<file path="src/rtl/jt51_sh_defs.sv">
// Shared definitions for the jt51_sh_ring delay line: FSM state encoding
// and the output-source select used to build drop from registered values.
package jt51_sh_defs;

    typedef enum logic {
        ST_INIT = 1'b0,
        ST_RUN  = 1'b1
    } state_t;

    typedef enum logic [1:0] {
        SRC_RST = 2'd0,
        SRC_BYP = 2'd1,
        SRC_RAM = 2'd2
    } src_t;

endpackage

</file>
<file path="src/rtl/jt51_sh_ram.sv">
// Simple dual-port RAM, one synchronous write and one synchronous read port.
// A read colliding with a write to the same address returns the old word.
module jt51_sh_ram #(
    parameter int WIDTH = 5,
    parameter int DEPTH = 32,
    parameter int AW    = $clog2(DEPTH)
) (
    input  logic             clk,
    input  logic             we,
    input  logic [AW-1:0]    waddr,
    input  logic [WIDTH-1:0] wdata,
    input  logic             re,
    input  logic [AW-1:0]    raddr,
    output logic [WIDTH-1:0] rdata
);

    logic [WIDTH-1:0] mem [DEPTH];

    // NOTE: the array and its read register carry no reset so the tools can map
    // them onto block RAM; the clear sweep in the ring initialises the contents.
    always_ff @(posedge clk) begin
        if (we) mem[waddr] <= wdata;
        if (re) rdata <= mem[raddr];
    end

endmodule

</file>
<file path="src/rtl/jt51_sh_ring.sv">
// RAM-backed delay line with run-time length 1..DEPTH and a hardware clear
// sweep after reset or flush.
module jt51_sh_ring
    import jt51_sh_defs::*;
#(
    parameter int   WIDTH  = 5,
    parameter int   DEPTH  = 32,
    parameter int   AW     = $clog2(DEPTH),
    parameter logic RSTVAL = 1'b0
) (
    input  logic             clk,
    input  logic             rst,
    input  logic             cen,
    input  logic             flush,
    input  logic [AW:0]      len,
    input  logic [WIDTH-1:0] din,
    output logic [WIDTH-1:0] drop,
    output logic             ready
);

    localparam logic [WIDTH-1:0] RST_WORD = {WIDTH{RSTVAL}};
    localparam logic [AW:0]      DEPTH_W  = (AW+1)'(DEPTH);
    localparam logic [AW:0]      ONE_W    = (AW+1)'(1);
    localparam logic [AW-1:0]    LAST     = AW'(DEPTH-1);

    state_t           state, state_nxt;
    src_t             src;
    logic [AW-1:0]    cp, wp, raddr;
    logic [AW:0]      eff_len, raddr_ext;
    logic [WIDTH-1:0] byp, ram_q;
    logic             step, ram_we;

    assign step  = !rst && state == ST_RUN && cen && !flush;
    assign ready = state == ST_RUN;

    // NOTE: every combinational output gets a default first so no path can
    // leave it unassigned and infer a latch.
    always_comb begin
        eff_len = len;
        if (len == '0)          eff_len = ONE_W;
        else if (len > DEPTH_W) eff_len = DEPTH_W;
    end

    // wp+1-L made non-negative by adding DEPTH; the sum may wrap AW+1 bits
    // transiently but the final value is below 2*DEPTH.
    always_comb begin
        raddr_ext = {1'b0, wp} + ONE_W + DEPTH_W - eff_len;
        raddr     = (raddr_ext >= DEPTH_W) ? AW'(raddr_ext - DEPTH_W) : AW'(raddr_ext);
    end

    always_comb begin
        state_nxt = state;
        case (state)
            ST_INIT: if (!flush && cp == LAST) state_nxt = ST_RUN;
            ST_RUN:  if (flush)                state_nxt = ST_INIT;
            default:                           state_nxt = ST_INIT;
        endcase
    end

    // NOTE: sequential state uses non-blocking assignments so every register
    // samples the pre-edge values regardless of statement order.
    always_ff @(posedge clk) begin
        if (rst) state <= ST_INIT;
        else     state <= state_nxt;
    end

    always_ff @(posedge clk) begin
        if (rst) begin
            cp  <= '0;
            wp  <= '0;
            src <= SRC_RST;
            byp <= RST_WORD;
        end else begin
            case (state)
                ST_INIT: begin
                    cp  <= (flush || cp == LAST) ? '0 : cp + 1'b1;
                    wp  <= '0;
                    src <= SRC_RST;
                end
                default: begin
                    if (flush) begin
                        cp  <= '0;
                        src <= SRC_RST;
                    end else if (cen) begin
                        wp  <= (wp == LAST) ? '0 : wp + 1'b1;
                        src <= (eff_len == ONE_W) ? SRC_BYP : SRC_RAM;
                        byp <= din;
                    end
                end
            endcase
        end
    end

    assign ram_we = !rst && (state == ST_INIT || step);

    jt51_sh_ram #(
        .WIDTH (WIDTH),
        .DEPTH (DEPTH),
        .AW    (AW)
    ) u_ram (
        .clk   (clk),
        .we    (ram_we),
        .waddr (state == ST_INIT ? cp : wp),
        .wdata (state == ST_INIT ? RST_WORD : din),
        .re    (step),
        .raddr (raddr),
        .rdata (ram_q)
    );

    // drop is a select among registers only; din never reaches it combinationally.
    always_comb begin
        case (src)
            SRC_BYP: drop = byp;
            SRC_RAM: drop = ram_q;
            default: drop = RST_WORD;
        endcase
    end

endmodule

</file>
<file path="config.mk">
export PLATFORM = sky130hd
export DESIGN_NAME = jt51_sh_ring
export DESIGN_NICKNAME = d
export VERILOG_FILES = /design/src/rtl/jt51_sh_defs.sv /design/src/rtl/jt51_sh_ram.sv /design/src/rtl/jt51_sh_ring.sv
export SDC_FILE = /design/constraint.sdc
export NUM_CORES = 1
export LEC_CHECK = 0
export BUFFER_PORTS_ARGS = -buffer_cell sky130_fd_sc_hd__buf_4
export CORE_ASPECT_RATIO = 1.4
export CORE_MARGIN = 5
export CORE_UTILIZATION = 55
export DETAILED_ROUTE_END_ITERATION = 8
export PLACE_DENSITY_LB_ADDON = 0.1
export SLEW_MARGIN = 20
export SYNTH_ARGS = -nofsm -noshare
export SYNTH_HDL_FRONTEND = slang
export SYNTH_HIERARCHICAL = 1
export SYNTH_SLANG_ARGS = --single-unit
</file>
<file path="constraint.sdc">
create_clock -name clk -period 5 [get_ports clk]
set_input_delay 1 -clock clk [delete_from_list [all_inputs] [get_ports clk]]
set_output_delay 1 -clock clk [all_outputs]
set_load 0.01 [all_outputs]
</file>
==> impl_metrics.csv, run 1 <==
group,metric,value,unit
clocking,cts_root_buffer,"clkbuf_16",
synth,synth_area_leaders,"edfxtp_1, mux4_2, dfxtp_1",
drt,drt-vias-per-instance,5.96,
clocking,clk_pin_slew,70,ps
finish,drive_gt1_frac,0.278,
finish,regArea,5320,sq um
place,dp.cells,600,
synth,synth_top_cell_by_area,"edfxtp_1",
floorplan,initial_core_util,0.563,
pwr,sw_frac_of_total,0.222,
outcome,status,"finished, final reports clean",
setup_path,end_kind,"flip-flop",
finish,antenna_cells,0,
flow_run,maxCapViolations,0,
synth,synth_top_area_share,0.655,
finish,final_net_count,466,
finish,multi_input_area,2150,sq um
setup_path,regToRegStartpoint,"wp[1]",
synth,avgSynthCellArea,18.4,sq um
floorplan,core,13500,sq um
global_route,grt_pass1_vias,3920,
sta,tightest_slew,927,ps
clocking,clock_path_buffers,2,
synth,syn_area,7570,sq um
clocking,cts_resized,0,
global_route,grt_pass1_wl,23.0,mm
synth,synth_seq_cells,183,
pwr,p_int,2.39,mW
setup_path,cp_max_fo,40,
setup_path,r2r_cells,11,
pwr,power_frac_comb,0.051,
clocking,postCtsHoldBufs,0,
sta,slew_viol_final,0,
finish,final_cells,632,
synth,netlist_instances,412,
synth,synth_edf_count,165,
drt,drt_iter0_drc,296,
floorplan,ios,21,
setup_path,worstSetupPathType,"in2reg",
pwr,leakagePower,2.59,nW
floorplan,fp.dieW,109,um
drt,vias,3765,
global_route,antenna_found_initial,0,
sta,fin_worst_skew,8.00,ps
synth,seq_area_frac_synth,0.702,
place,port_buffers,20,
pwr,peakVddDrop,0.198,mV
pwr,clkPwrFrac,0.411,
floorplan,die_area,16200,sq um
sta,final_hold_viol_count,0,
place,gp_congestion,0.758,
drt,dr.pass1.iters,5,
sta,min_period,3850,ps
pwr,switchingPower,0.680,mW
global_route,grt_max_degree,41,
synth,synth.distinct_cells,39,
clocking,clk_latency,420,ps
pwr,pwr-share-seq,0.538,
finish,fillers,943,
sta,setup-violations-final,0,
setup_path,arrival,4020,ps
sta,grt_setup_unrepaired,"no",
synth,synth_ff_type,"edfxtp_1",
drt,drc_errors,0,
worst_hold_path,hold_start,"byp[3]",
finish,design_area,8480,sq um
synth,yosys_warnings,6,
setup_path,setup.worst_path.start_class,"input pin",
clocking,cts.sinks,183,
pwr,p_per_area,362,nW/um^2
synth,syn_nets,441,
sta,relSlewSlack,0.377,
worst_hold_path,hold_class,"reg2reg",
drt,ant_nets,0,
place,place_area,7920,sq um
place,hpwl,9.88,mm
sta,post-route-period-util,0.769,
drt,wl_per_cell,23.1,um
sta,max_freq,260,MHz
sta,fin_tns_setup,0,ps
clocking,htreeDepth,4,
setup_path,cp.required,5170,ps
clocking,cts_setup_buffers,0,
worst_hold_path,hold_depth,2,
clocking,cts_buffers,17,
global_route,grtUsageTotal,0.197,
setup_path,worstReg2RegEnd,"u_ram/rdata[4]",
floorplan,rows,50,
global_route,overflow,0,
floorplan,die_height,149,um
drt,wl,14.6,mm
synth,async_flop_share,0,
setup_path,reg2reg_slack,1590,ps
finish,area_delta_synth_final,12.1,%
worst_hold_path,hold_end,"byp[3]",
pwr,p_total,3.07,mW
clocking,cts_tree,"done",
## worst max path at each step
stage | slack, ps | depth (start not counted) | startpoint | to
3_3_place_gp | 740 | 12 | len[1] | u_ram/rdata[0]
5_1_grt | 980 | 12 | len[1] | u_ram/rdata[4]
6_report | 1150 | 12 | len[1] | u_ram/rdata[4]
2_1_floorplan | 1020 | 11 | len[1] | u_ram/rdata[0]
3_5_place_dp | 710 | 12 | len[1] | u_ram/rdata[0]
4_1_cts | 1140 | 12 | len[1] | u_ram/rdata[4]
## power groups by stage
stage               logic [mW]  clock network [mW]  registers, mW
floorplan                0.111                   0           1.68
global placement         0.157                   0           1.68
detailed placement       0.159                   0           1.68
CTS                      0.160                1.29           1.65
global route             0.168                1.35           1.65
finish                   0.157                1.26           1.65
## layout make-up
| cell class | count | area share |
|---|---|---|
| clock buffers | 17 | 0.0501 |
| clock inverters | 15 | 0.0158 |
| repair buffers | 23 | 0.0233 |
| multi-input cells | 204 | 0.254 |
| inverters | 8 | 0.00354 |
| well taps | 182 | 0.0268 |
| flip-flops and latches | 183 | 0.627 |
## sequential cells by signal, summed over array words and instances (netlist names)
name,flops
u_ram/mem,160
byp,5
cp,5
u_ram/rdata,5
wp,5
src,2
ready,1
## Yosys cell counts, types with 3 or more instances
cell type and instances:
edfxtp_1 165, nor2_1 53, mux4_2 50, dfxtp_1 18, ha_1 13, clkbuf_1 10, mux2_2 10, a21oi_1 9
inv_1 8, nand3b_1 8, a22oi_1 7, mux2i_1 6, and2_1 5, buf_2 5, nand2b_1 5, o21ai_0 4
nand2_1 3, nand3_1 3, or3b_2 3, xnor2_1 3
## layout by cell type, fill, tap and decap left out, types with 2 or more instances in the layout
| master | n |
|---|---|
| edfxtp_1 | 165 |
| nor2_1 | 53 |
| mux4_2 | 50 |
| buf_4 | 21 |
| dfxtp_1 | 18 |
| clkbuf_16 | 17 |
| ha_1 | 12 |
| mux2_2 | 10 |
| a21oi_1 | 9 |
| inv_1 | 8 |
| nand3b_1 | 8 |
| a22oi_1 | 7 |
| mux2i_1 | 6 |
| and2_2 | 5 |
| nand2b_1 | 5 |
| inv_8 | 5 |
| o21ai_0 | 4 |
| inv_6 | 4 |
| xnor2_1 | 3 |
| nand3_1 | 3 |
| nand2_1 | 3 |
| or3b_2 | 3 |
| and3_1 | 2 |
| nor2b_1 | 2 |
| nor3_1 | 2 |
| a31oi_1 | 2 |
| or3_1 | 2 |
| clkinv_2 | 2 |
| clkinvlp_4 | 2 |
| clkinv_4 | 2 |
| buf_12 | 2 |
## worst max-delay path: stages
cell      delay, ps
buf_4           110
nor4_1          360
o21bai_1        110
ha_2            180
ha_1            210
inv_1            80
fa_1            390
inv_1           110
buf_12          250
mux4_2          370
mux4_2          530
mux2_2          290
## stage by stage
stage          hold slack, ps  setup slack [ps]  utilization
3_5_place_dp              489               715        0.589
3_3_place_gp              486               736        0.589
5_1_grt                   545               981        0.631
2_1_floorplan             464              1020            -
4_1_cts                   506              1140        0.630
6_report                  502              1150        0.631
## routing by layer
layer	vias to the layer above	routed length [um]	track usage
met5	-	0	0
met4	0	178	0.0638
met3	8	609	0.0364
met2	91	7950	0.335
met1	1969	5880	0.258
li1	1697	-	-
## kinds of logic after synthesis
group,share of synthesized area
flip-flops,0.702
buffers and inverters,0.0142
adder cells (fa/ha/maj),0.0241
AND/OR/NAND/NOR,0.0628
XOR/XNOR,0.00463
multiplexers,0.172
AO/OA/AOI/OAI,0.0202
Note: power is estimated with default switching activity, not from simulation.
==> inputs of run 2 (changes only) <==
- ABC_AREA: not set -> 1
- clock period: 5 -> 3.1 ns (I/O delays scaled with it)
==> impl_metrics.csv, run 2 <==
group,metric,value,unit
outcome,status,"finished, final reports clean",
finish,fillers,1224,
sta,final_hold_viol_count,0,
setup_path,crit_chain,"buf_4 > nor2_1 > nand3_1 > a21oi_1 > ha_1 > inv_1 > ha_1 > inv_1 > fa_1 > inv_1 > clkinvlp_4 > nand3_1 > nand2_1 > nand2_1 > nand2_1 > nand2_1 > nand2_1",
place,place_area,8430,sq um
global_route,grt_pass1_vias,5577,
global_route,overflow,0,
floorplan,ios,21,
synth,synth_top_cell_by_area,"edfxtp_1",
finish,drive_gt1_frac,0.103,
clocking,htreeDepth,4,
setup_path,end_kind,"flip-flop",
sta,grt_setup_unrepaired,"no",
drt,drt_iter0_drc,483,
synth,synth_seq_cells,183,
synth,seq_area_frac_synth,0.658,
finish,layout_common_cells,"nand2_1, edfxtp_1, nand3_1",
finish,final_cells,1007,
drt,vias,5725,
finish,final_net_count,834,
setup_path,setup.worst_path.start_class,"input pin",
global_route,grt_max_degree,81,
floorplan,initial_core_util,0.559,
finish,largest_register_ffs,160,
synth,ys_top_cells_by_count,"nand2_1, edfxtp_1, nand3_1",
setup_path,critPathMaxStageDelay,480,ps
global_route,grtUsageTotal,0.226,
finish,utilization,0.622,
setup_path,cp_common_cell,"nand2_1",
synth,syn_area,8080,sq um
sta,fin_tns_setup,0,ps
clocking,cts_tree,"done",
finish,design_area,8990,sq um
clocking,cts.sinks,183,
floorplan,fp.dieW,112,um
pwr,leakagePower,3.33,nW
synth,synth_most_common_cell,"nand2_1",
global_route,grt_pass1_wl,29.7,mm
place,port_buffers,20,
sta,min_period,2880,ps
global_route,antenna_found_initial,0,
clocking,clk_pin_slew,70,ps
synth,synth_top_area_share,0.613,
place,dp.cells,974,
worst_hold_path,hold_class,"in2reg",
setup_path,cp_max_fo,10,
finish,antenna_cells,0,
sta,relSlewSlack,0.551,
pwr,peakVddDrop,0.361,mV
sta,tightest_slew,666,ps
drt,ant_nets,0,
synth,async_flop_share,0,
sta,post-route-period-util,0.929,
pwr,p_per_area,562,nW/um^2
clocking,cts_buffers,17,
synth,syn_nets,804,
synth,avgSynthCellArea,10.4,sq um
clocking,postCtsHoldBufs,0,
clocking,clock_path_buffers,2,
floorplan,die_height,153,um
setup_path,arrival,3050,ps
setup_path,critPathBufInv,5,
drt,dr.pass1.iters,6,
clocking,cts_root_buffer,"clkbuf_16",
place,hpwl,12.5,mm
pwr,p_total,5.05,mW
floorplan,die_area,17200,sq um
synth,yosys_warnings,6,
finish,final_common_cell,"nand2_1",
setup_path,cp.required,3270,ps
setup_path,crit_family,"adder cells",
finish,area_delta_synth_final,11.2,%
synth,synth_area_leaders,"edfxtp_1, nand2_1, nand3_1",
floorplan,rows,52,
drt,drc_errors,0,
finish,top_register,"u_ram/mem",
flow_run,maxCapViolations,0,
clocking,clk_latency,420,ps
sta,fin_worst_skew,9.89,ps
finish,multi_input_area,2360,sq um
finish,regArea,5320,sq um
sta,max_freq,347,MHz
setup_path,worstSetupPathType,"in2reg",
synth,synth.distinct_cells,33,
floorplan,core,14400,sq um
sta,setup-violations-final,0,
sta,slew_viol_final,0,
drt,wl_per_cell,19.0,um
synth,synth_edf_count,165,
drt,drt-vias-per-instance,5.69,
synth,synth_ff_type,"edfxtp_1",
synth,netlist_instances,775,
drt,wl,19.1,mm
place,gp_congestion,0.857,
setup_path,cp_slowest_cell,"fa_1",
==> run 2: logic make-up (layout without fill, tap and decap cells) <==
kind of cell / after synthesis / in the layout / synth area share
flip-flops: 183 / 183 / 0.658
XOR/XNOR: 5 / 5 / 0.00542
adder cells (fa/ha/maj): 14 / 14 / 0.0226
buffers and inverters: 75 / 118 / 0.0500
AO/OA/AOI/OAI: 39 / 39 / 0.0262
AND/OR/NAND/NOR: 459 / 459 / 0.238
==> run 2: per-layer routing <==
metal  up-vias  global-route usage  part of all wire
li1       2711                   -                 -
met1      2766               0.259              0.37
met2       202               0.412              0.54
met3        46              0.0443             0.055
met4         0              0.0893             0.033
met5         -                   0                 0
==> run 2: final timing paths <==
kind | startpoint | to | slack [ps] | cells after the start
hold reg to reg | byp[1] | byp[1] | 480 | 2
setup reg to reg | wp[1] | u_ram/rdata[0] | 310 | 14
hold / removal | cen | src[0] | 400 | 2
setup / recovery | len[0] | u_ram/rdata[0] | 220 | 17
==> run 2: cell type report <==
type,instances,area share
repair buffers,45,0.0404
flip-flops and latches,183,0.591
clock buffers,17,0.0473
inverters,40,0.0177
multi-input cells,517,0.263
clock inverters,15,0.0132
well taps,189,0.0263
repair inverters,1,0.000835
==> run 2: power breakdown <==
group	switching, mW	internal (mW)	leakage, nW	total [mW]
clock network	0.933	1.04	0.255	1.97
registers	0.00362	2.66	1.44	2.67
logic	0.273	0.134	1.64	0.408
total	1.21	3.84	3.33	5.05
==> run 2: repair_timing <==
item	CTS	global route
endpoints found under the setup margin	0	2
resized for setup	0	2
setup buffers	0	0
endpoints found under the hold margin	0	0
==> run 2: per-stage QoR <==
step           setup slack, ps  hold slack (ps)
6_report                   221              404
5_1_grt                   18.5              387
4_1_cts                    214              387
3_5_place_dp              -184              470
3_3_place_gp              -121              464
2_1_floorplan              347              450
